===== src/rtl/multicycle_rv_pkg.sv =====
// Shared definitions for the multicycle RISC-V core: opcodes, FSM state
// encodings, ALU control and immediate extraction helpers.
// Imported by multicycle_rv_core.
package multicycle_rv_pkg;

  localparam logic [6:0] OP_LD     = 7'b0000011;
  localparam logic [6:0] OP_SD     = 7'b0100011;
  localparam logic [6:0] OP_RTYPE  = 7'b0110011;
  localparam logic [6:0] OP_ADDI   = 7'b0010011;
  localparam logic [6:0] OP_BEQ    = 7'b1100011;
  localparam logic [6:0] OP_EBREAK = 7'b1110011;

  typedef logic [2:0] state_t;

  localparam state_t ST_FETCH  = 3'd0;
  localparam state_t ST_DECODE = 3'd1;
  localparam state_t ST_EXEC   = 3'd2;
  localparam state_t ST_MEM    = 3'd3;
  localparam state_t ST_WB     = 3'd4;
  localparam state_t ST_HALT   = 3'd5;

  typedef enum logic [1:0] {
    AluAdd,
    AluSub,
    AluAnd,
    AluOr
  } alu_op_e;

  function automatic alu_op_e rtype_alu_op(input logic [2:0] funct3, input logic funct7_b5);
    case (funct3)
      3'b000:  return funct7_b5 ? AluSub : AluAdd;
      3'b111:  return AluAnd;
      3'b110:  return AluOr;
      default: return AluAdd;
    endcase
  endfunction

  // Immediates, sign-extended to 32 bits; the core widens them to XLEN.
  function automatic logic [31:0] imm_i(input logic [31:0] ir);
    return {{20{ir[31]}}, ir[31:20]};
  endfunction

  function automatic logic [31:0] imm_s(input logic [31:0] ir);
    return {{20{ir[31]}}, ir[31:25], ir[11:7]};
  endfunction

  function automatic logic [31:0] imm_b(input logic [31:0] ir);
    return {{19{ir[31]}}, ir[31], ir[7], ir[30:25], ir[11:8], 1'b0};
  endfunction

endpackage


===== src/rtl/multicycle_rv_core_regfile.sv =====
// core_regfile: 32 x XLEN integer register file.
// Ports: clk_i; two combinational read ports (raddr_a_i/rdata_a_o,
// raddr_b_i/rdata_b_o); one synchronous write port (we_i, waddr_i, wdata_i).
// x0 always reads zero and ignores writes. Contents are not reset.
module core_regfile #(
  parameter int unsigned XLEN = 64
) (
  input  logic            clk_i,
  input  logic            we_i,
  input  logic [4:0]      waddr_i,
  input  logic [XLEN-1:0] wdata_i,
  input  logic [4:0]      raddr_a_i,
  input  logic [4:0]      raddr_b_i,
  output logic [XLEN-1:0] rdata_a_o,
  output logic [XLEN-1:0] rdata_b_o
);

  logic [XLEN-1:0] regs_q [32];

  always_ff @(posedge clk_i) begin
    if (we_i && (waddr_i != 5'd0)) begin
      regs_q[waddr_i] <= wdata_i;
    end
  end

  assign rdata_a_o = (raddr_a_i == 5'd0) ? '0 : regs_q[raddr_a_i];
  assign rdata_b_o = (raddr_b_i == 5'd0) ? '0 : regs_q[raddr_b_i];

endmodule


===== src/rtl/multicycle_rv_core.sv =====
// multicycle_rv_core: XLEN-parametrised multicycle RISC-V integer core
// (add/sub/and/or, addi, ld, sd, beq, ebreak) with a unified memory port.
// Ports:
//   clock, reset            - clock, synchronous active-high reset
//   mem_req/mem_we/mem_addr/mem_wdata (out), mem_rdata/mem_ready (in)
//                           - req/ready memory handshake, variable latency
//   halted, fault           - core stopped; stop caused by illegal op/misalignment
//   pc_out                  - current PC
// Optional: define MULTICYCLE_RV_CORE_PERF_EN to add cycle_cnt and
// instret_cnt (64-bit) performance counter outputs.
module multicycle_rv_core
  import multicycle_rv_pkg::*;
#(
  parameter int unsigned XLEN     = 64,
  parameter int unsigned ADDR_W   = 16,
  parameter int unsigned RESET_PC = 0
) (
  input  logic              clock,
  input  logic              reset,
  output logic              mem_req,
  output logic              mem_we,
  output logic [ADDR_W-1:0] mem_addr,
  output logic [XLEN-1:0]   mem_wdata,
  input  logic [XLEN-1:0]   mem_rdata,
  input  logic              mem_ready,
  output logic              halted,
  output logic              fault,
  output logic [ADDR_W-1:0] pc_out
`ifdef MULTICYCLE_RV_CORE_PERF_EN
  ,
  output logic [63:0]       cycle_cnt,
  output logic [63:0]       instret_cnt
`endif
);

  state_t            state_q, state_d;
  logic [ADDR_W-1:0] pc_q, pc_d, oldpc_q, oldpc_d;
  logic [31:0]       ir_q, ir_d;
  logic [XLEN-1:0]   a_q, a_d, b_q, b_d, alu_q, alu_d, mdr_q, mdr_d;
  logic              mem_req_q, mem_req_d, mem_we_q, mem_we_d;
  logic [ADDR_W-1:0] mem_addr_q, mem_addr_d;
  logic [XLEN-1:0]   mem_wdata_q, mem_wdata_d;
  logic              fault_q, fault_d;

  logic [6:0] opcode, funct7;
  logic [4:0] rd, rs1, rs2;
  logic [2:0] funct3;

  assign opcode = ir_q[6:0];
  assign rd     = ir_q[11:7];
  assign funct3 = ir_q[14:12];
  assign rs1    = ir_q[19:15];
  assign rs2    = ir_q[24:20];
  assign funct7 = ir_q[31:25];

  logic            rf_we;
  logic [XLEN-1:0] rf_wdata, rf_rdata_a, rf_rdata_b;

  assign rf_wdata = (opcode == OP_LD) ? mdr_q : alu_q;

  core_regfile #(
    .XLEN(XLEN)
  ) u_regfile (
    .clk_i    (clock),
    .we_i     (rf_we),
    .waddr_i  (rd),
    .wdata_i  (rf_wdata),
    .raddr_a_i(rs1),
    .raddr_b_i(rs2),
    .rdata_a_o(rf_rdata_a),
    .rdata_b_o(rf_rdata_b)
  );

  // A 64-bit memory word holds two instructions; pc[2] picks the half.
  logic [31:0] instr;
  assign instr = (XLEN == 64 && pc_q[2]) ? mem_rdata[XLEN-1 -: 32] : mem_rdata[31:0];

  logic legal;
  always_comb begin
    case (opcode)
      OP_RTYPE: legal = ((funct3 == 3'b000) && ((funct7 == 7'b0000000) ||
                                                (funct7 == 7'b0100000))) ||
                        (((funct3 == 3'b111) || (funct3 == 3'b110)) && (funct7 == 7'b0000000));
      OP_ADDI:  legal = (funct3 == 3'b000);
      OP_LD:    legal = (funct3 == 3'b011);
      OP_SD:    legal = (funct3 == 3'b011);
      OP_BEQ:   legal = (funct3 == 3'b000);
      default:  legal = 1'b0;
    endcase
  end

  logic [31:0]       imm32;
  logic [XLEN-1:0]   imm_x, op_b, alu_res;
  alu_op_e           alu_op;
  logic              misaligned;
  logic [ADDR_W-1:0] br_target, pc_after_beq;

  always_comb begin
    imm32   = (opcode == OP_SD) ? imm_s(ir_q) : imm_i(ir_q);
    imm_x   = XLEN'(signed'(imm32));
    op_b    = (opcode == OP_RTYPE) ? b_q : imm_x;
    alu_op  = (opcode == OP_RTYPE) ? rtype_alu_op(funct3, funct7[5]) : AluAdd;
    alu_res = a_q + op_b;
    unique case (alu_op)
      AluAdd: alu_res = a_q + op_b;
      AluSub: alu_res = a_q - op_b;
      AluAnd: alu_res = a_q & op_b;
      AluOr:  alu_res = a_q | op_b;
      default: alu_res = a_q + op_b;
    endcase
    misaligned   = |(alu_res[2:0] & 3'(XLEN / 8 - 1));
    br_target    = oldpc_q + ADDR_W'(imm_b(ir_q));
    pc_after_beq = (a_q == b_q) ? br_target : pc_q;
  end

  // Memory outputs are registered: every transition into FETCH or MEM
  // launches its request on the same edge, so a request only takes a separate
  // cycle to launch right after reset.
  always_comb begin
    state_d     = state_q;
    pc_d        = pc_q;
    oldpc_d     = oldpc_q;
    ir_d        = ir_q;
    a_d         = a_q;
    b_d         = b_q;
    alu_d       = alu_q;
    mdr_d       = mdr_q;
    mem_req_d   = mem_req_q;
    mem_we_d    = mem_we_q;
    mem_addr_d  = mem_addr_q;
    mem_wdata_d = mem_wdata_q;
    fault_d     = fault_q;
    rf_we       = 1'b0;

    unique case (state_q)
      ST_FETCH: begin
        if (!mem_req_q) begin
          mem_req_d  = 1'b1;
          mem_we_d   = 1'b0;
          mem_addr_d = pc_q;
        end else if (mem_ready) begin
          ir_d      = instr;
          oldpc_d   = pc_q;
          pc_d      = pc_q + ADDR_W'(4);
          mem_req_d = 1'b0;
          state_d   = ST_DECODE;
        end
      end
      ST_DECODE: begin
        a_d = rf_rdata_a;
        b_d = rf_rdata_b;
        if (opcode == OP_EBREAK) begin
          state_d = ST_HALT;
          fault_d = 1'b0;
        end else if (!legal) begin
          state_d = ST_HALT;
          fault_d = 1'b1;
        end else begin
          state_d = ST_EXEC;
        end
      end
      ST_EXEC: begin
        case (opcode)
          OP_RTYPE, OP_ADDI: begin
            alu_d   = alu_res;
            state_d = ST_WB;
          end
          OP_LD, OP_SD: begin
            alu_d = alu_res;
            if (misaligned) begin
              state_d = ST_HALT;
              fault_d = 1'b1;
            end else begin
              state_d    = ST_MEM;
              mem_req_d  = 1'b1;
              mem_we_d   = (opcode == OP_SD);
              mem_addr_d = alu_res[ADDR_W-1:0];
              if (opcode == OP_SD) begin
                mem_wdata_d = b_q;
              end
            end
          end
          OP_BEQ: begin
            pc_d       = pc_after_beq;
            state_d    = ST_FETCH;
            mem_req_d  = 1'b1;
            mem_we_d   = 1'b0;
            mem_addr_d = pc_after_beq;
          end
          default: begin
            state_d = ST_HALT;
            fault_d = 1'b1;
          end
        endcase
      end
      ST_MEM: begin
        if (mem_ready) begin
          if (opcode == OP_LD) begin
            mdr_d     = mem_rdata;
            mem_req_d = 1'b0;
            state_d   = ST_WB;
          end else begin
            state_d    = ST_FETCH;
            mem_req_d  = 1'b1;
            mem_we_d   = 1'b0;
            mem_addr_d = pc_q;
          end
        end
      end
      ST_WB: begin
        rf_we      = 1'b1;
        state_d    = ST_FETCH;
        mem_req_d  = 1'b1;
        mem_we_d   = 1'b0;
        mem_addr_d = pc_q;
      end
      ST_HALT: begin
        mem_req_d = 1'b0;
      end
      default: begin
        state_d   = ST_HALT;
        mem_req_d = 1'b0;
      end
    endcase
  end

  always_ff @(posedge clock) begin
    if (reset) begin
      state_q     <= ST_FETCH;
      pc_q        <= ADDR_W'(RESET_PC);
      oldpc_q     <= '0;
      ir_q        <= '0;
      a_q         <= '0;
      b_q         <= '0;
      alu_q       <= '0;
      mdr_q       <= '0;
      mem_req_q   <= 1'b0;
      mem_we_q    <= 1'b0;
      mem_addr_q  <= '0;
      mem_wdata_q <= '0;
      fault_q     <= 1'b0;
    end else begin
      state_q     <= state_d;
      pc_q        <= pc_d;
      oldpc_q     <= oldpc_d;
      ir_q        <= ir_d;
      a_q         <= a_d;
      b_q         <= b_d;
      alu_q       <= alu_d;
      mdr_q       <= mdr_d;
      mem_req_q   <= mem_req_d;
      mem_we_q    <= mem_we_d;
      mem_addr_q  <= mem_addr_d;
      mem_wdata_q <= mem_wdata_d;
      fault_q     <= fault_d;
    end
  end

  assign mem_req   = mem_req_q;
  assign mem_we    = mem_we_q;
  assign mem_addr  = mem_addr_q;
  assign mem_wdata = mem_wdata_q;
  assign halted    = (state_q == ST_HALT);
  assign fault     = fault_q;
  assign pc_out    = pc_q;

`ifdef MULTICYCLE_RV_CORE_PERF_EN
  logic [63:0] cycle_cnt_q, instret_cnt_q;
  logic        retire;

  // Only WB, MEM(sd) and EXEC(beq) ever move into FETCH.
  assign retire = (state_q != ST_FETCH) && (state_d == ST_FETCH);

  always_ff @(posedge clock) begin
    if (reset) begin
      cycle_cnt_q   <= '0;
      instret_cnt_q <= '0;
    end else begin
      if (state_q != ST_HALT) begin
        cycle_cnt_q <= cycle_cnt_q + 64'd1;
      end
      if (retire) begin
        instret_cnt_q <= instret_cnt_q + 64'd1;
      end
    end
  end

  assign cycle_cnt   = cycle_cnt_q;
  assign instret_cnt = instret_cnt_q;
`endif

endmodule

===== config.mk =====
export PLATFORM = sky130hd
export DESIGN_NAME = multicycle_rv_core
export DESIGN_NICKNAME = d
export VERILOG_FILES = /design/src/rtl/multicycle_rv_pkg.sv /design/src/rtl/multicycle_rv_core_regfile.sv /design/src/rtl/multicycle_rv_core.sv
export SDC_FILE = /design/constraint.sdc
export NUM_CORES = 2
export LEC_CHECK = 0
export CORE_MARGIN = 1
export CORE_UTILIZATION = 63
export DETAILED_ROUTE_END_ITERATION = 6
export PLACE_DENSITY_LB_ADDON = 0.12
export SYNTH_ARGS = -nofsm -noshare
export SYNTH_HDL_FRONTEND = slang
export SYNTH_HIERARCHICAL = 1
export SYNTH_SLANG_ARGS = --single-unit

===== constraint.sdc =====
create_clock -name clock -period 5.75 [get_ports clock]
set_input_delay 0.575 -clock clock [delete_from_list [all_inputs] [get_ports clock]]
set_output_delay 0.575 -clock clock [all_outputs]
set_load 0.005 [all_outputs]

==> metrics <==
result of the run complete, but fails checks; violations in the final reports design-rule violations; final-stage net count 8460; post-synthesis cell type with the largest combined area sky130_fd_sc_hd__edfxtp_1; clock-pin slew of the registers on the worst-case setup and hold paths 0.07 ns; synthesized-area fraction occupied by xor and xnor cells 1.37%; Power Density 411 nW/um^2; share of synthesized flip-flops with an asynchronous set or reset 0%; number of vias per cell after detailed routing 7.59; post-route DRC violation count 66; Clock Tree Root sky130_fd_sc_hd__clkbuf_16; worst reg-to-reg setup slack 0.17 ns; count of cells along the worst register-to-register path 19; cell area after synthesis 120000 um^2; required time of the critical path 6.51 ns; number of DRC markers after the initial detailed-route iteration 13403; CTS HTree Levels 4; Die Footprint 192000 um^2; setup total negative slack 0 ns; CTS Hold Bufs 0; Final Skew 0.0832 ns; count of nets left with antenna violations after detail routing 0; dominant synthesized flop cell sky130_fd_sc_hd__edfxtp_1; global-route usage over all layers 44.5%; leading cell types by total area after synthesis sky130_fd_sc_hd__edfxtp_1 (51%), sky130_fd_sc_hd__mux4_2 (16%), sky130_fd_sc_hd__dfxtp_1 (6.8%); synthesized-area fraction occupied by ao, oa, aoi and oai cells 8.76%; startpoint type of the worst setup path register; count of standard-cell rows 159; adder-cell share of the synthesized area 1.10%; number of synthesized register bits 2454; launching point of the worst reg2reg path b_q[21]$_SDFFE_PP0N_; Post-Route WL 428000 um; total number of yosys warnings 6; clock period minus worst slack 5.58 ns; combinational family with the most area after synthesis multiplexers; Worst Hold Launch reset; maximum clock insertion buffer count 3; simple-gate share of the synthesized area 5.68%; fraction of final layout cells with drive strength greater than 1 21.8%; die boundary width 438 um; die boundary height 438 um; post-detailed-route wirelength per cell 38.9 um; top fanout value on the critical path 7; number of instances in the synthesized netlist 8121; setup repair after global routing missed its margin no; pin count of the biggest net entering global routing 141; clock insertion delay at the later pin of the skew report 0.90 ns; type of element capturing the critical path register; number of global-route vias before repair 79782; TritonCTS clock tree done; first-pass GRT wire length 597000 um; arrival time of the worst setup path 6.34 ns; period utilization 97.0%; Detailed Place HPWL 268000 um; effective utilization at floorplan 63.5%; Hold Path Stages 2; WHS Endpoint fault$_SDFFE_PP0P_; kind of path behind the tightest hold check input port to register; number of failing hold endpoints at the final stage 0; CTS Buf Count 239; boundary pin count 167; average cell area after synthesis 14.7 um^2; number of clock sinks seen by CTS 2454; Port Buffers 166; Achievable Freq 0.179 GHz; pins over their slew limit 0; Synth top area share 51.4%; gr ovfl total 0; Static Leakage 42.5 nW; sequential share of the synthesized area 58.2%; critical path class register to register; number of synthesized flops with an enable pin 2048; via count 83660; count of distinct cell types in the synthesized netlist 108; initial antenna violation count 25; count of endpoints failing setup in the final report 0; detailed-routing iteration count for the pre-antenna-repair pass 7; mux contribution to synthesized area 21.9%; Max-slew headroom 2.08%; end of the worst register-to-register path alu_q[57]$_SDFFE_PP0P_; pin slew with the least headroom to its limit 1.47 ns; end-of-flow core utilization 70.8%; Layout area overhead 11.4%; worst supply voltage drop on vdd 0.000378 V; Core Area 188000 um^2; number of violations of the max-capacitance limit 0; gpl congestion 1.06
-- synthesized netlist by cell type, drive strengths merged, types with 26 or more instances --
cell,instances
or2,59
edfxtp,2048
buf,323
a21o,50
nand3,38
mux4,857
xor2,117
a221oi,47
nor4,47
a21oi,566
a31oi,95
nand2,783
o22ai,164
mux2,134
mux2i,533
o221a,34
nor2,341
xnor2,69
clkbuf,333
dfxtp,406
nor3,89
o221ai,36
inv,51
a22oi,137
nand4,30
a211oi,115
ha,81
a21boi,66
o21ai,133
maj3,26
-- sequential cells by signal, summed over array words and instances, names as in the netlist --
register,count
alu_q,64
mdr_q,64
pc_out,16
a_q,64
mem_wdata,64
mem_req,1
oldpc_q,16
b_q,64
ir_q,32
mem_addr,16
mem_we,1
u_regfile/regs_q,2048
fault,1
state_q,3
-- worst max-delay path, cell delays in order (launching register included) --
cell and delay (ns):
sky130_fd_sc_hd__dfxtp_1 0.31, sky130_fd_sc_hd__or4_1 0.64, sky130_fd_sc_hd__nor4_2 0.34, sky130_fd_sc_hd__inv_1 0.15, sky130_fd_sc_hd__o31ai_1 0.27, sky130_fd_sc_hd__buf_4 0.17, sky130_fd_sc_hd__nand4_1 0.19, sky130_fd_sc_hd__nor2_1 0.28
sky130_fd_sc_hd__o21ai_0 0.11, sky130_fd_sc_hd__o21ai_0 0.15, sky130_fd_sc_hd__ha_1 0.32, sky130_fd_sc_hd__and4_1 0.23, sky130_fd_sc_hd__o21ai_0 0.09, sky130_fd_sc_hd__a21oi_1 0.29, sky130_fd_sc_hd__a41oi_2 0.29, sky130_fd_sc_hd__o41ai_2 0.52
sky130_fd_sc_hd__a31oi_1 0.27, sky130_fd_sc_hd__o31a_1 0.31, sky130_fd_sc_hd__or4_1 0.40, sky130_fd_sc_hd__o211ai_1 0.10
-- timing repair --
action,in CTS,in global routing
buffers inserted,0,1
resized for setup,0,7
setup endpoints to repair,0,10
-- metal layers --
| layer | track usage, % | vias to the layer above | wire (um) | part of all wire, % |
|---|---|---|---|---|
| met3 | 13.5 | 1376 | 63600 | 15 |
| li1 | - | 32782 | - | - |
| met1 | 61.0 | 42341 | 151000 | 35 |
| met4 | 23.9 | 20 | 27500 | 6.4 |
| met5 | 0 | - | 131 | 0.031 |
| met2 | 64.1 | 7141 | 186000 | 43 |
-- cell families after synthesis --
| logic type | Yosys count |
|---|---|
| compound gates | 1613 |
| xor+xnor | 186 |
| fa+ha+maj | 109 |
| buf+inv | 707 |
| flops | 2454 |
| mux | 1524 |
| other cells | 1 |
| simple gates | 1527 |
-- layout by cell type, fill, tap and decap left out, drive strengths merged, types with 165 or more instances in the layout --
cell type         n
clkbuf          315
clkdlybuf4s50   165
buf             376
mux4            857
a21oi           566
nand2           783
dfxtp           406
nor2            341
mux2i           533
edfxtp         2048
-- how the worst max path moves through the flow --
stage	start	end	slack, ns	cells past startpoint
after floorplan	ir_q[3]$_SDFFE_PP0P_	alu_q[60]$_SDFFE_PP0P_	0.73	21
after global placement	ir_q[3]$_SDFFE_PP0P_	alu_q[57]$_SDFFE_PP0P_	0.23	18
after detailed placement	ir_q[3]$_SDFFE_PP0P_	alu_q[57]$_SDFFE_PP0P_	0.24	19
after CTS	ir_q[30]$_SDFFE_PP0P_	alu_q[59]$_SDFFE_PP0P_	0.18	23
after global routing	ir_q[3]$_SDFFE_PP0P_	alu_q[59]$_SDFFE_PP0P_	0.01	25
final	b_q[21]$_SDFFE_PP0N_	alu_q[57]$_SDFFE_PP0P_	0.17	19
-- cell type report --
class,count,area [um^2]
flip-flops and latches,2454,69700
fillers,12302,55000
multi-input cells,5023,47000
clock buffers,315,6430
repair buffers,541,5350
well taps,2495,3120
clock inverters,129,1420
inverters,51,191
diodes,9,22.5
-- power by group --
| group | switching, mW | internal (mW) |
|---|---|---|
| Sequential | 0.672 | 19.4 |
| Combinational | 11.7 | 7.19 |
| Clock | 6.86 | 8.97 |
-- stage by stage --
step | total power [mW] | hold slack, ns | cell area (um^2) | setup WS [ns] | instances
finish | 54.8 | 0.236 | 133000 | 0.172 | 11017
global route | 56.1 | 0.234 | 133000 | 0.0132 | 11008
CTS | 54.1 | 0.183 | 133000 | 0.183 | 11007
detailed placement | 38.6 | 0.446 | 125000 | 0.238 | 10563
global placement | 38.5 | 0.438 | 125000 | 0.227 | 10563
floorplan | 32.0 | 0.433 | 120000 | 0.732 | 8184
Power figures use the tool's default switching activity.
